[src/rtl/accum_sched_if.sv]
// rtl/accum_sched_if.sv - requester and result streams of the shared accumulator
// Producer/consumer side uses master, the scheduler uses slave.
interface accum_sched_if #(
  parameter int NUM_REQ    = 4,
  parameter int DATA_WIDTH = 4,
  parameter int ACC_WIDTH  = 8
) ();
  localparam int ID_WIDTH = $clog2(NUM_REQ);

  logic [NUM_REQ-1:0]            req_valid;
  logic [NUM_REQ-1:0]            req_last;
  logic [NUM_REQ*DATA_WIDTH-1:0] req_data;
  logic [NUM_REQ-1:0]            req_ready;
  logic                          res_valid;
  logic                          res_ready;
  logic [ACC_WIDTH-1:0]          res_data;
  logic [ID_WIDTH-1:0]           res_id;
  logic                          res_ovf;

  modport master (
    output req_valid, req_last, req_data, res_ready,
    input  req_ready, res_valid, res_data, res_id, res_ovf
  );

  modport slave (
    input  req_valid, req_last, req_data, res_ready,
    output req_ready, res_valid, res_data, res_id, res_ovf
  );
endinterface

[src/rtl/accum_sched.sv]
// rtl/accum_sched.sv - round-robin scheduler sharing one saturating accumulator
// One burst is accumulated at a time; the sum is returned with its owner ID.
module accum_sched #(
  parameter int NUM_REQ    = 4,
  parameter int DATA_WIDTH = 4,
  parameter int ACC_WIDTH  = 8
) (
  input  logic         clk,
  input  logic         rst,
  accum_sched_if.slave bus
);
  localparam int ID_WIDTH = $clog2(NUM_REQ);

  typedef enum logic [1:0] {IDLE, ACCUM, RESULT} state_t;

  state_t                state;
  state_t                state_next;
  logic [ID_WIDTH-1:0]   rr_ptr;
  logic [ID_WIDTH-1:0]   grant;
  logic [ID_WIDTH-1:0]   pick;
  logic                  any_valid;
  logic [ACC_WIDTH-1:0]  acc;
  logic                  ovf;
  logic [ACC_WIDTH-1:0]  res_data_q;
  logic [ID_WIDTH-1:0]   res_id_q;
  logic                  res_ovf_q;

  logic [DATA_WIDTH-1:0] data_arr [NUM_REQ];
  logic [DATA_WIDTH-1:0] beat_data;
  logic                  beat;
  logic                  beat_last;
  logic [ACC_WIDTH:0]    sum_wide;
  logic [ACC_WIDTH-1:0]  sum_sat;
  logic                  ovf_next;

  for (genvar i = 0; i < NUM_REQ; i++) begin : g_unpack
    assign data_arr[i] = bus.req_data[i*DATA_WIDTH +: DATA_WIDTH];
  end

  // Walk downward so the candidate closest to rr_ptr is the last one written.
  always_comb begin : pick_blk
    logic [ID_WIDTH-1:0] cand;
    pick      = rr_ptr;
    any_valid = 1'b0;
    cand      = '0;
    for (int k = NUM_REQ - 1; k >= 0; k--) begin
      cand = ID_WIDTH'((int'(rr_ptr) + k) % NUM_REQ);
      if (bus.req_valid[cand]) begin
        pick      = cand;
        any_valid = 1'b1;
      end
    end
  end

  assign beat_data = data_arr[grant];
  assign beat      = (state == ACCUM) && bus.req_valid[grant];
  assign beat_last = bus.req_last[grant];
  assign sum_wide  = {1'b0, acc} + {{(ACC_WIDTH + 1 - DATA_WIDTH){1'b0}}, beat_data};
  assign sum_sat   = sum_wide[ACC_WIDTH] ? {ACC_WIDTH{1'b1}} : sum_wide[ACC_WIDTH-1:0];
  assign ovf_next  = ovf | sum_wide[ACC_WIDTH];

  assign bus.req_ready = (state == ACCUM) ? (NUM_REQ'(1) << grant) : '0;
  assign bus.res_valid = (state == RESULT);
  assign bus.res_data  = res_data_q;
  assign bus.res_id    = res_id_q;
  assign bus.res_ovf   = res_ovf_q;

  always_ff @(posedge clk) begin
    if (rst) begin
      state <= IDLE;
    end else begin
      state <= state_next;
    end
  end

  always_comb begin
    state_next = state;
    case (state)
      IDLE:    if (any_valid) state_next = ACCUM;
      ACCUM:   if (beat && beat_last) state_next = RESULT;
      RESULT:  if (bus.res_ready) state_next = IDLE;
      default: state_next = IDLE;
    endcase
  end

  always_ff @(posedge clk) begin
    if (rst) begin
      rr_ptr     <= '0;
      grant      <= '0;
      acc        <= '0;
      ovf        <= 1'b0;
      res_data_q <= '0;
      res_id_q   <= '0;
      res_ovf_q  <= 1'b0;
    end else begin
      case (state)
        IDLE: begin
          if (any_valid) begin
            grant <= pick;
            acc   <= '0;
            ovf   <= 1'b0;
          end
        end
        ACCUM: begin
          if (beat) begin
            acc <= sum_sat;
            ovf <= ovf_next;
            if (beat_last) begin
              res_data_q <= sum_sat;
              res_id_q   <= grant;
              res_ovf_q  <= ovf_next;
            end
          end
        end
        RESULT: begin
          if (bus.res_ready) begin
            rr_ptr <= (grant == ID_WIDTH'(NUM_REQ - 1)) ? '0 : grant + 1'b1;
          end
        end
        default: ;
      endcase
    end
  end
endmodule

[src/flat_wrapper.sv]
// flat-port wrapper written by rule: the top's interface ports become plain ports
module accum_sched_flat 
#(
  parameter int NUM_REQ    = 4,
  parameter int DATA_WIDTH = 4,
  parameter int ACC_WIDTH  = 8
)
  (clk, rst, bus_req_valid, bus_req_last, bus_req_data, bus_res_ready, bus_req_ready, bus_res_valid, bus_res_data, bus_res_id, bus_res_ovf);
  accum_sched_if #(.NUM_REQ(NUM_REQ), .DATA_WIDTH(DATA_WIDTH), .ACC_WIDTH(ACC_WIDTH)) bus_i ();
  input  logic clk;
  input  logic rst;
  input wire logic [$bits(bus_i.req_valid)-1:0] bus_req_valid;
  input wire logic [$bits(bus_i.req_last)-1:0] bus_req_last;
  input wire logic [$bits(bus_i.req_data)-1:0] bus_req_data;
  input wire logic [$bits(bus_i.res_ready)-1:0] bus_res_ready;
  output wire logic [$bits(bus_i.req_ready)-1:0] bus_req_ready;
  output wire logic [$bits(bus_i.res_valid)-1:0] bus_res_valid;
  output wire logic [$bits(bus_i.res_data)-1:0] bus_res_data;
  output wire logic [$bits(bus_i.res_id)-1:0] bus_res_id;
  output wire logic [$bits(bus_i.res_ovf)-1:0] bus_res_ovf;
  assign bus_i.req_valid = bus_req_valid;
  assign bus_i.req_last = bus_req_last;
  assign bus_i.req_data = bus_req_data;
  assign bus_i.res_ready = bus_res_ready;
  assign bus_req_ready = bus_i.req_ready;
  assign bus_res_valid = bus_i.res_valid;
  assign bus_res_data = bus_i.res_data;
  assign bus_res_id = bus_i.res_id;
  assign bus_res_ovf = bus_i.res_ovf;
  accum_sched #(.NUM_REQ(NUM_REQ), .DATA_WIDTH(DATA_WIDTH), .ACC_WIDTH(ACC_WIDTH)) u_core (.clk(clk), .rst(rst), .bus(bus_i));
endmodule
[config.mk]
export PLATFORM = sky130hd
export DESIGN_NAME = accum_sched_flat
export DESIGN_NICKNAME = d
export VERILOG_FILES = /design/src/rtl/accum_sched_if.sv /design/src/rtl/accum_sched.sv /design/src/flat_wrapper.sv
export SDC_FILE = /design/constraint.sdc
export NUM_CORES = 1
export LEC_CHECK = 0
export CORE_MARGIN = 8
export CORE_UTILIZATION = 55
export CTS_CLUSTER_SIZE = 20
export DETAILED_ROUTE_END_ITERATION = 12
export DONT_BUFFER_PORTS = 1
export PLACE_DENSITY = 0.68
export SYNTH_ARGS = -nofsm -noshare
export SYNTH_HDL_FRONTEND = slang
export SYNTH_SLANG_ARGS = --single-unit
[constraint.sdc]
create_clock -name clk -period 7.07 [get_ports clk]
set_input_delay 1.414 -clock clk [delete_from_list [all_inputs] [get_ports clk]]
set_output_delay 1.414 -clock clk [all_outputs]
set_load 0.02 [all_outputs]
== After elaboration in Yosys (flattened, before gate mapping) ==
Index checks and enable logic that the tools add are counted.

* $add $sub $neg: 5
* $lt $le $gt $ge: 6
* Eq/ne operators: 7
* Shifts and indexed selects: 1
* Muxes and demuxes: 36
* Bitwise operators: 2
* Reductions and logical operators: 9

{| class="wikitable"
|+ Operators with widths
! cell !! number
|-
| two-way mux 8 bit || 3
|-
| two-way mux 2 bit || 8
|-
| case mux 8 bit (2 select lines) || 1
|-
| less-than comparator 2 x 3 -> 1 bit, second input constant || 5
|-
| binary-select mux 1 bit (select 2 bit) || 6
|-
| two-way mux 1 bit || 12
|-
| two-way mux 4 bit || 3
|-
| adder 8 x 4 -> 9 bit || 1
|-
| AND reduction 3 bit || 3
|-
| binary-select mux 4 bit (select 2 bit) || 1
|-
| case mux 2 bit (3 select lines) || 1
|-
| adder 2 x 1 -> 2 bit, second input constant || 2
|-
| adder 2 bit, second input constant || 2
|-
| equality test 2 bit, second input constant || 2
|-
| != test 2 x 1 -> 1 bit, second input constant || 2
|-
| != test 2 bit, second input constant || 2
|-
| AND reduction 2 bit || 2
|-
| << shifter 1 x 2 -> 4 bit, first input constant || 1
|-
| greater-or-equal comparator 3 bit, second input constant || 1
|-
| NOT 2 -> 3 bit || 1
|-
| equality test 2 x 1 -> 1 bit, second input constant || 1
|-
| logical AND 1 bit || 2
|-
| logical NOT 2 bit || 1
|-
| case mux 1 bit (2 select lines) || 1
|-
| 2 further kinds || 2
|}

* Flip-flop bits (word level): 26
* Bits of input ports: 27
* Word-level logic and storage cells: 74

== Depth between registers and ports, before layout ==
Gate-level depths: netlist (run 1).

* Depth in word-level cells: 9
* Mapped depth: 9
* Mapped depth without buffers: 7

== Worst setup path after synthesis (run 1) ==
No wires, ideal clock.

* Path type: input to register
* Start point: input port bus_req_data[4]
* End point: register u_core.acc[2]
* Library setup time: 0.134 ns
* Data arrival time: 3.345 ns
* Setup slack: 3.591 ns
* Stages: 8
* Buffers on the path: 1
* Cell sequence: mux4_1 > ha_1 > fa_1 > a211oi_1 > nor3_1 > clkbuf_1 > o211ai_1 > a21oi_1

* Word-level cells in the longest chain between the ends: 7

{| class="wikitable"
|+ RTL lines
! what !! line !! text
|-
| start: declaration || flat_wrapper.sv:14 || <nowiki>input wire logic [$bits(bus_i.req_data)-1:0] bus_req_data;</nowiki>
|-
| binary-select mux 4 bit (select 2 bit) || accum_sched.sv:55 || <nowiki>assign beat_data = data_arr[grant];</nowiki>
|-
| two-way mux 4 bit (implied by the code) (2 in series) || accum_sched.sv:55 ||
|-
| adder 8 x 4 -> 9 bit || accum_sched.sv:58 || <nowiki>assign sum_wide = {1'b0, acc} + {{(ACC_WIDTH + 1 - DATA_WIDTH){1'b0}}, beat_data};</nowiki>
|-
| two-way mux 8 bit || accum_sched.sv:59 || <nowiki>assign sum_sat = sum_wide[ACC_WIDTH] ? {ACC_WIDTH{1'b1}} : sum_wide[ACC_WIDTH-1:0];</nowiki>
|-
| two-way mux 8 bit || accum_sched.sv:105 || <nowiki>if (beat) begin</nowiki>
|-
| case mux 8 bit (2 select lines) || accum_sched.sv:96 || <nowiki>case (state)</nowiki>
|-
| end signal: assignment || accum_sched.sv:106 || <nowiki>acc <= sum_sat;</nowiki>
|-
| end: declaration || accum_sched.sv:22 || <nowiki>logic [ACC_WIDTH-1:0] acc;</nowiki>
|}

No other way between the ends. The select of a mux whose other input is x is not followed.
A chain may end at the register's enable or synchronous reset.

== Worst setup path in the final report (run 1) ==
* Start point: input port bus_req_data[6]
* End point: register u_core.res_data_q[3], in the netlist u_core.bus.res_data[3]

* Word-level cells in the longest chain between the ends: 5

{| class="wikitable"
|+ RTL lines
! what !! line !! text
|-
| binary-select mux 4 bit (select 2 bit) || accum_sched.sv:55 ||
|-
| two-way mux 4 bit (implied by the code) (2 in series) || accum_sched.sv:55 ||
|-
| adder 8 x 4 -> 9 bit || accum_sched.sv:58 ||
|-
| two-way mux 8 bit || accum_sched.sv:59 ||
|-
| end signal: assignment || accum_sched.sv:109 || <nowiki>res_data_q <= sum_sat;</nowiki>
|-
| end: declaration || accum_sched.sv:24 || <nowiki>logic [ACC_WIDTH-1:0] res_data_q;</nowiki>
|}

No other way between the ends. The select of a mux whose other input is x is not followed.

==> results of run 1 <==
## stage by stage
| step | utilization (%) | setup slack, ns |
|---|---|---|
| after floorplan | - | 3.591 |
| after global placement | 57.49 | 3.349 |
| after detailed placement | 57.49 | 3.211 |
| after CTS | 58.80 | 3.550 |
| after global routing | 58.80 | 3.281 |
| final | 58.80 | 3.544 |
## final cells by class
cell class	instances	area (um^2)
multi-input combinational	137	996.0
sequential	26	520.5
tap	31	38.79
clock buffer	4	36.28
fill	266	1136
inverter	8	30.03
## cells in the mapped netlist, drive strengths merged, types with 5 or more instances
master | count | area share [%]
ha | 8 | 6.3
a21oi | 21 | 6.6
dfxtp | 26 | 33
buf | 5 | 2.1
inv | 8 | 1.9
nor3 | 9 | 2.8
mux4 | 6 | 9.6
o211ai | 5 | 2.3
nand3 | 9 | 2.8
nand2 | 19 | 4.5
and2 | 5 | 2.1
clkbuf | 5 | 1.2
nor2 | 11 | 2.6
## worst max-delay path, stage by stage
cell,delay [ns]
mux4_1,0.49
ha_1,0.39
a211oi_1,0.12
nor3_1,0.94
a21oi_1,0.18
a211oi_2,0.25
## sequential cells by signal, indices dropped and copies added, names as in the netlist
name	flops
u_core.bus.res_ovf	1
u_core.rr_ptr	2
u_core.state	2
u_core.bus.res_id	2
u_core.acc	8
u_core.ovf	1
u_core.bus.res_data	8
u_core.grant	2
## logic make-up after synthesis
| logic type | share of synthesized area [%] |
|---|---|
| flip-flops | 32.55 |
| AO/OA/AOI/OAI | 21.99 |
| adder cells (fa/ha/maj) | 7.512 |
| multiplexers | 9.625 |
| AND/OR/NAND/NOR | 22.07 |
| buffers and inverters | 5.164 |
| XOR/XNOR | 1.096 |
## power by group through the flow
stage                     registers, mW  clock network [mW]  logic, mW
after floorplan                   0.163                   0     0.0594
after global placement            0.167                   0     0.0646
after detailed placement          0.168                   0     0.0670
after CTS                         0.164              0.0769     0.0670
after global routing              0.165              0.0830     0.0743
final                             0.164              0.0760     0.0674
## worst paths after layout
check / depth (start not counted) / slack [ns] / to
worst min register to register: 2 / 0.47 / u_core.acc[0]
worst max-delay path: 6 / 3.54 / u_core.bus.res_data[3]
worst max register to register: 6 / 3.84 / u_core.bus.res_data[3]
worst min-delay path: 2 / 0.47 / u_core.acc[0]
## cell usage in the layout (no fill, tap or decap), drive strengths merged, types with 5 or more instances in the layout
cell    netlist  layout
ha            8       8
mux4          6       6
nand3         9       9
and2          5       5
o211ai        5       5
nand2        19      19
nor3          9       9
a21oi        21      21
nor2         11      11
inv           8       8
dfxtp        26      26
## metal layers
metal,GRT usage (%),vias to the layer above
met5,0,-
met4,3.571,0
met3,4.944,10
met2,28.83,47
met1,15.42,681
li1,-,667
==> metrics, run 1 <==
outcome=complete, no violations; number of distinct library cells after synthesis=48; initial antenna violation count=0; gpl congestion=around 0.88; hold_sp=u_core.acc[0]; chip width=between 60 and 70 um; VDD IR max=181.3 uV; placed cell count=202; CP Launch Point=bus_req_data[6]; Worst-Margin Slew=~1.2 ns; Finished Layout Cells=around 210; sequential area share after synthesis=between 30% and 40%; drt first pass iters=4; Gate Count Post-Synth=roughly 180; final setup fails=0; Gate power share=a little over a fifth; power per standard cell area=189.6 nW/um^2; largest net degree at the start of global routing=29; Max Cap Viol=0; DR WL met2=2136 um; Min-Delay Path Class=reg2reg; global-route wire length before repair=roughly 6400 um; setup bufs post-CTS=0; fin crit share=roughly half; die outline height=between 60 and 70 um; sw frac=between 30% and 40%; Yosys warnings=0; fmax=roughly 280 MHz; input/output buffers=0; # IOs=43; worst skew pair latency=between 0.3 and 0.4 ns; number of routed nets with antenna violations=0; DR DRC count=0; top sig layer=met4; Slew HR=between 20% and 30%; #FFs+latches synth=26; Post-Route M1 WL=~1400 um; sequential power share=53.4%; TritonCTS Buffers=3; WHS=0.4674 ns; Net Count, Synth=about 220; Async SR Flop Fraction=0%; Area Overhead vs Synth=1.409%; Clock Path Buffers=2; average wire per standard cell=between 15 and 20 um; vias per cell=~6.8; CTS root buffer=clkbuf_4; Initial Utilization=between 50 and 60%; crit path DAT=around 3.8 ns; Core Box Area=2758 um^2; Worst Path Max Fanout=11; DP HPWL=between 2000 and 3000 um; Worst Skew=around 0.0078 ns; ys flop type=dfxtp_1; final hold violations=0; number of global-route vias before repair=between 1,000 and 1,500; ANT cells=0; nets=between 200 and 250; GRT overflow=0; hold-fix buffer count after cts=0; DR WL met3=~260 um; Final min period=3.526 ns; fraction of layout cells with a size suffix above 1=around 6.3%; mean area per synthesized cell=8.834 um^2; Worst setup SP type=input port; placed inst area=roughly 1600 um^2; DIE AREA=between 4000 and 5000 um^2; unrepaired setup endpoints after global routing=no; CTS tree=done; H-tree levels=1; design internal power=212.5 uW; post-CTS sizing=0; DR vias=1,405; Final Slew Violations=0; Post-synth EDFFs=0; WS Path Type=in2reg; Initial DRC Count=75; CTS Sinks=26; All-Layer GR Usage=between 10% and 20%; total power=307.5 uW; CP required=7.33 ns; final wirelength=between 3000 and 4000 um; Switch Pwr=94.97 uW; Reg clk slew, reported paths=0.14 ns; static leakage=around 0.57 nW; FF-to-FF Start=u_core.grant[0]; Clock Power Share=between 20% and 30%; Rows=19; mapped cell area=1599 um^2; crit end category=flip-flop; sum of negative setup slack=0 ns; final instance area=~1600 um^2
(Power assumes the default switching activity.)
==> run 2, diff against run 1 <==
Clock period 7.07 ns to 3.4 ns, I/O delays scaled along.
==> run 2 against run 1 <==
Against the previous run:
- sequential share of layout area fell by 0.58 points
- worst setup slack got worse by 2.9 ns
- core utilization increased by 1.1 points
- non-clock buffer count rose by 4
- first-iteration DRC count up 79%
- via count is 2.6% lower
- critical path type is now reg2reg
- largest cell class unchanged
==> metrics, run 2 (synthesized netlist as in run 1, its figures left out) <==
outcome=complete, no violations (unchanged); Top delay family on crit path=adder cells (was simple AND/OR/NAND/NOR gates); CP Depth=7 (was 6); Switch Pwr=200.0 uW (was 94.97 uW); TritonCTS Buffers=3 (unchanged); Worst Path Max Fanout=5 (was 11); Worst setup SP type=flip-flop (was input port); vias per cell=6.519 (was 6.820); setup bufs post-CTS=0 (unchanged); VDD IR max=417.5 uV (was 181.3 uV); slowest cell delay on critical path=0.59 ns (was 0.94 ns); pre-CTS setup slack=0.5262 ns (was 3.211 ns); input/output buffers=0 (unchanged); Slew HR=57.72% (was 22.14%); sum of negative setup slack=0 ns (unchanged); CTS tree=done (unchanged); Area Overhead vs Synth=3.286% (was 1.409%); number of routed nets with antenna violations=0 (unchanged); Worst-Margin Slew=0.6330 ns (was 1.159 ns); design internal power=446.0 uW (was 212.5 uW); Worst Skew=0.003464 ns (was 0.007814 ns); CP max-delay cell=mux4_1 (was nor3_1); crit path DAT=2.93 ns (was 3.79 ns); PnR worst setup slack=0.6823 ns (was 3.544 ns); hold-fix buffer count after cts=0 (unchanged); number of global-route vias before repair=1,292 (was 1,404); final hold violations=0 (unchanged); commonest non-fill, non-tap cells in the layout=26 x dfxtp_1, 21 x a21oi_1, 19 x nand2_1, 11 x nor2_1 (unchanged); Reg area=520.5 um^2 (unchanged); WHS=0.4035 ns (was 0.4674 ns); Gate power share=23.6% (was 21.9%); area occupied by multi-input gates=996.0 um^2 (unchanged); drt first pass iters=4 (unchanged); Max Cap Viol=0 (unchanged); fin crit share=79.93%; # IOs=43 (unchanged); GRT overflow=0 (unchanged); post-CTS sizing=0 (unchanged); Initial Utilization=57.99% (unchanged); Core Box Area=2758 um^2 (unchanged); CP required=3.61 ns (was 7.33 ns); DR WL met2=2083 um (was 2136 um); commonest non-fill, non-tap cell in the layout=dfxtp_1 (unchanged); DIE AREA=4889 um^2 (unchanged); nets=216 (was 212); worst skew pair latency=0.32 ns (about the same); Min-Delay Path Class=in2reg (was reg2reg); DR DRC count=0 (unchanged); Post-Route M1 WL=1577 um (was 1432 um); DR vias=1,369 (was 1,405); unrepaired setup endpoints after global routing=no (unchanged); Clock Path Buffers=2 (unchanged); R2R setup slack=0.68 ns (was 3.84 ns); Final Slew Violations=0 (unchanged); global-route wire length before repair=6258 um (was 6389 um); top sig layer=met4 (unchanged); chip width=69.92 um (unchanged); cell repeated most along the worst path=a211o_1; CTS Sinks=26 (unchanged); sequential power share=52.2% (was 53.4%); WS Path Type=reg2reg (was in2reg); Clock Power Share=24.1% (was 24.7%); crit end category=flip-flop (unchanged); final setup fails=0 (unchanged); All-Layer GR Usage=15.34% (was 15.16%); Initial DRC Count=134 (was 75); sw frac=30.96% (was 30.89%); fmax=~370 MHz; Final min period=2.718 ns; power per standard cell area=391.1 nW/um^2 (was 189.6 nW/um^2); reg2reg end=u_core.bus.res_data[7] (was u_core.bus.res_data[3]); Hold Path Stages=1 (was 2); gpl congestion=0.9131 (was 0.8769); Hold EP=u_core.bus.res_data[3] (was u_core.acc[0]); DR WL met3=274 um (was 261 um); CP Buf/Inv Count=0 (unchanged); Worst R2R Path Depth=7 (was 6); worst path cell trace=mux4_1 > ha_1 > fa_1 > a211o_1 > nor4b_1 > a211o_1 > o31ai_1 (was mux4_1 > ha_1 > a211oi_1 > nor3_1 > a21oi_1 > a211oi_2); DP HPWL=3053 um (was 2999 um); static leakage=0.5927 nW (was 0.5716 nW); H-tree levels=1 (unchanged); largest net degree at the start of global routing=29 (unchanged); ANT cells=0 (unchanged); final wirelength=3996 um (was 3901 um); # fillers=236 (was 266); Reg clk slew, reported paths=0.13 ns (was 0.14 ns); die outline height=69.92 um (unchanged); initial antenna violation count=0 (unchanged); total power=645.9 uW (was 307.5 uW); average wire per standard cell=19.03 um (was 18.94 um); fraction of layout cells with a size suffix above 1=8.380% (was 6.286%); hold_sp=rst (was u_core.acc[0]); Rows=19 (unchanged); CTS root buffer=clkbuf_4 (unchanged); FF-to-FF Start=u_core.grant[0] (unchanged)
-- run 2: layer usage --
| layer | global-route usage, % | vias up |
|---|---|---|
| met5 | 0 | - |
| met4 | 4.911 | 0 |
| met3 | 4.520 | 7 |
| met2 | 26.90 | 55 |
| met1 | 17.26 | 635 |
| li1 | - | 672 |
-- run 2: how the worst max path moves through the flow --
stage	from	endpoint	slack, ns
after floorplan	bus_req_data[4]	u_core.acc[2]	0.65
after global placement	bus_req_data[4]	u_core.acc[7]	0.59
after detailed placement	bus_req_data[4]	u_core.bus.res_data[7]	0.53
after CTS	u_core.grant[0]	u_core.bus.res_data[7]	0.66
after global routing	u_core.grant[0]	u_core.bus.res_data[3]	0.48
final	u_core.grant[0]	u_core.bus.res_data[7]	0.68
-- run 2: power groups by stage --
stage,registers [mW],logic [mW],clock network (mW)
after global placement,0.344,0.146,0
after detailed placement,0.345,0.149,0
final,0.337,0.153,0.156
after CTS,0.338,0.150,0.161
after floorplan,0.340,0.124,0
after global routing,0.340,0.166,0.169
-- run 2: area by class of cell --
cell class	instances	share of cell area, %
clock buffers	4	2.197
well taps	31	2.348
inverters	8	1.818
flip-flops and latches	26	31.52
multi-input cells	137	60.30
repair buffers	4	1.818
-- run 2: through the flow --
step	utilization, %	std cells	cell area (um^2)
after floorplan	-	181	1599
after global placement	58.58	206	1615
after detailed placement	58.58	206	1615
after CTS	59.89	210	1652
after global routing	59.89	210	1652
final	59.89	210	1652
==> run 3, diff against run 2 <==
Settings changed: PLACE_DENSITY 0.68 to 0.71.
Clock period 3.4 ns to 2.45 ns, I/O delays scaled along.
==> run 3 against run 2 <==
Against the previous run:
- final cell count rose by 4.8%
- the run now ends with setup timing left
- largest power group unchanged
- core utilization up 4.8 points
- largest cell class unchanged
- flip-flop and latch count unchanged
- worst hold slack worse by 0.18 ns
- sequential power rose by 39%
- fmax is 9.9% higher
- global-route usage rose by 0.59 points
- register-to-register slack got worse by 0.71 ns
==> metrics, run 3 (synthesized netlist as in run 1, its figures left out) <==
outcome=finished, violations left (was complete, no violations); failing checks=setup timing; Worst Path Max Fanout=10 (was 5); Worst R2R Path Depth=9 (was 7); chip width=69.92 um (unchanged); vias per cell=6.432 (was 6.519); commonest non-fill, non-tap cell in the layout=dfxtp_1 (unchanged); crit end category=flip-flop (unchanged); grt met3 use=5.226% (was 4.520%); number of routed nets with antenna violations=0 (unchanged); GR Layer Usage met2=28.73% (was 26.90%); initial antenna violation count=0 (unchanged); Worst-Margin Slew=0.5742 ns (was 0.6330 ns); CP Buf/Inv Count=2 (was 0); average wire per standard cell=18.65 um (was 19.03 um); fin crit share=101.0% (was 79.93%); gpl congestion=0.8817 (was 0.9131); hold-fix buffer count after cts=0 (unchanged); CP Depth=9 (was 7); number of global-route vias before repair=1,490 (was 1,292); CTS tree=done (unchanged); CP required=2.67 ns (was 3.61 ns); worst skew pair latency=0.32 ns (about the same); WHS=0.2193 ns (was 0.4035 ns); CP max-delay cell=mux4_2 (was mux4_1); commonest non-fill, non-tap cells in the layout=25 x dfxtp_1, 19 x nand2_1, 18 x a21oi_1, 14 x buf_4, 11 x nor2_1 (was 26 x dfxtp_1, 21 x a21oi_1, 19 x nand2_1, 11 x nor2_1); final hold violations=0 (unchanged); Worst setup SP type=flip-flop (unchanged); H-tree levels=1 (unchanged); Slew HR=61.64% (was 57.72%); reg2reg end=u_core.bus.res_ovf (was u_core.bus.res_data[7]); FF-to-FF Start=u_core.grant[0] (unchanged); R2R setup slack=-0.02 ns (was 0.68 ns); DR vias=1,415 (was 1,369); worst path cell trace=buf_6 > mux4_2 > ha_4 > fa_2 > a211oi_4 > nor3_4 > buf_4 > nor3_1 > nor3_1 (was mux4_1 > ha_1 > fa_1 > a211o_1 > nor4b_1 > a211o_1 > o31ai_1); DP HPWL=3199 um (was 3053 um); Area Overhead vs Synth=11.58% (was 3.286%); Max Cap Viol=0 (unchanged); Worst Skew=0.004727 ns (was 0.003464 ns); VDD IR max=338.0 uV (was 417.5 uV); CP Launch Point=u_core.grant[0] (unchanged); nets=227 (was 216); ANT cells=0 (unchanged); final setup fails=1 (was 0); CTS root buffer=clkbuf_4 (unchanged); slowest cell delay on critical path=0.52 ns (was 0.59 ns); met1 GRT Util=16.38% (was 17.26%); sum of negative setup slack=-0.02337 ns (was 0 ns); global-route wire length before repair=6651 um (was 6258 um); Top delay family on crit path=adder cells (unchanged); Clock Path Buffers=2 (unchanged); DIE AREA=4889 um^2 (unchanged); final wirelength=4103 um (was 3996 um); total power=900.3 uW (was 645.9 uW); input/output buffers=0 (unchanged); Min-Delay Path Class=in2reg (unchanged); largest net degree at the start of global routing=29 (unchanged); cell repeated most along the worst path=nor3_1 (was a211o_1); Final Slew Violations=0 (unchanged); Layout Utilization=64.70% (was 59.89%); die outline height=69.92 um (unchanged); Rows=19 (unchanged); # IOs=43 (unchanged); grt peak-use layer=met2 (unchanged); TritonCTS Buffers=3 (unchanged); fmax=404.3 MHz (was 368.0 MHz); static leakage=0.6471 nW (was 0.5927 nW); Reg clk slew, reported paths=0.13 ns (about the same); All-Layer GR Usage=15.93% (was 15.34%); power per standard cell area=504.6 nW/um^2 (was 391.1 nW/um^2); Final min period=2.473 ns (was 2.718 ns); CTS Sinks=26 (unchanged); unrepaired setup endpoints after global routing=yes (was no); Core Box Area=2758 um^2 (unchanged); GRT overflow=0 (unchanged); drt first pass iters=4 (unchanged); Initial DRC Count=77 (was 134); crit path DAT=2.69 ns (was 2.93 ns); fraction of layout cells with a size suffix above 1=20.11% (was 8.380%); # fillers=251 (was 236); PnR worst setup slack=-0.02337 ns (was 0.6823 ns); Setup crit end=u_core.bus.res_ovf (was u_core.bus.res_data[7]); Initial Utilization=57.99% (unchanged); DR DRC count=0 (unchanged); WS Path Type=reg2reg (unchanged)
## run 3: cell types whose count changed in the layout (fill, tap and decap cells not counted), moves of 2 or more
cell     before  now
a21oi_2       0    3
mux4_1        5    3
a21oi_1      21   18
mux4_2        1    3
nor3_1        9    7
buf_4         4   14
## run 3: per-stage QoR
step	cells	worst slack [ns]	cell area [um^2]
2_1_floorplan	181	0.02902	1629
3_3_place_gp	213	-0.2196	1692
3_5_place_dp	213	-0.2950	1692
4_1_cts	218	0.00001665	1734
5_1_grt	220	-0.1405	1784
6_report	220	-0.02337	1784
## run 3: worst min-delay path by stage
stage                     cells past startpoint  slack, ns             start                     end
after global routing                          1       0.19               rst         u_core.grant[0]
after global placement                        2       0.45  u_core.rr_ptr[0]        u_core.rr_ptr[0]
after floorplan                               2       0.44     u_core.acc[2]           u_core.acc[2]
after detailed placement                      2       0.48  u_core.rr_ptr[0]        u_core.rr_ptr[0]
after CTS                                     1       0.20               rst         u_core.grant[0]
final                                         1       0.22               rst  u_core.bus.res_data[3]
## run 3: timing repair
item | 4_1_cts | 5_1_grt
pin swaps | 3 | 4
setup buffers | 2 | 2
endpoints found under the setup margin | 16 | 18
gates resized for setup | 1 | 10
## run 3: area by class of cell
type                    count  area [um^2]  area share [%]
multi-input cells         137         1055           59.12
flip-flops and latches     26        521.8           29.24
repair buffers             15        116.4           6.522
well taps                  31        38.79           2.174
inverters                   8        30.03           1.683
clock buffers               3        22.52           1.262
## run 3: layer usage
layer  wire [um]  share of wire (%)  vias up
met1        1604                 39      674
met3         265                6.5       11
met4          92                2.2        0
met2        2140                 52       42
met5           0                  0        -
li1            -                  -      688
## run 3: power by group
| group | leakage, nW | switching (mW) | internal (mW) |
|---|---|---|---|
| clock | 0.0138 | 0.120 | 0.0576 |
| combinational | 0.422 | 0.139 | 0.116 |
| sequential | 0.211 | 0.0261 | 0.443 |
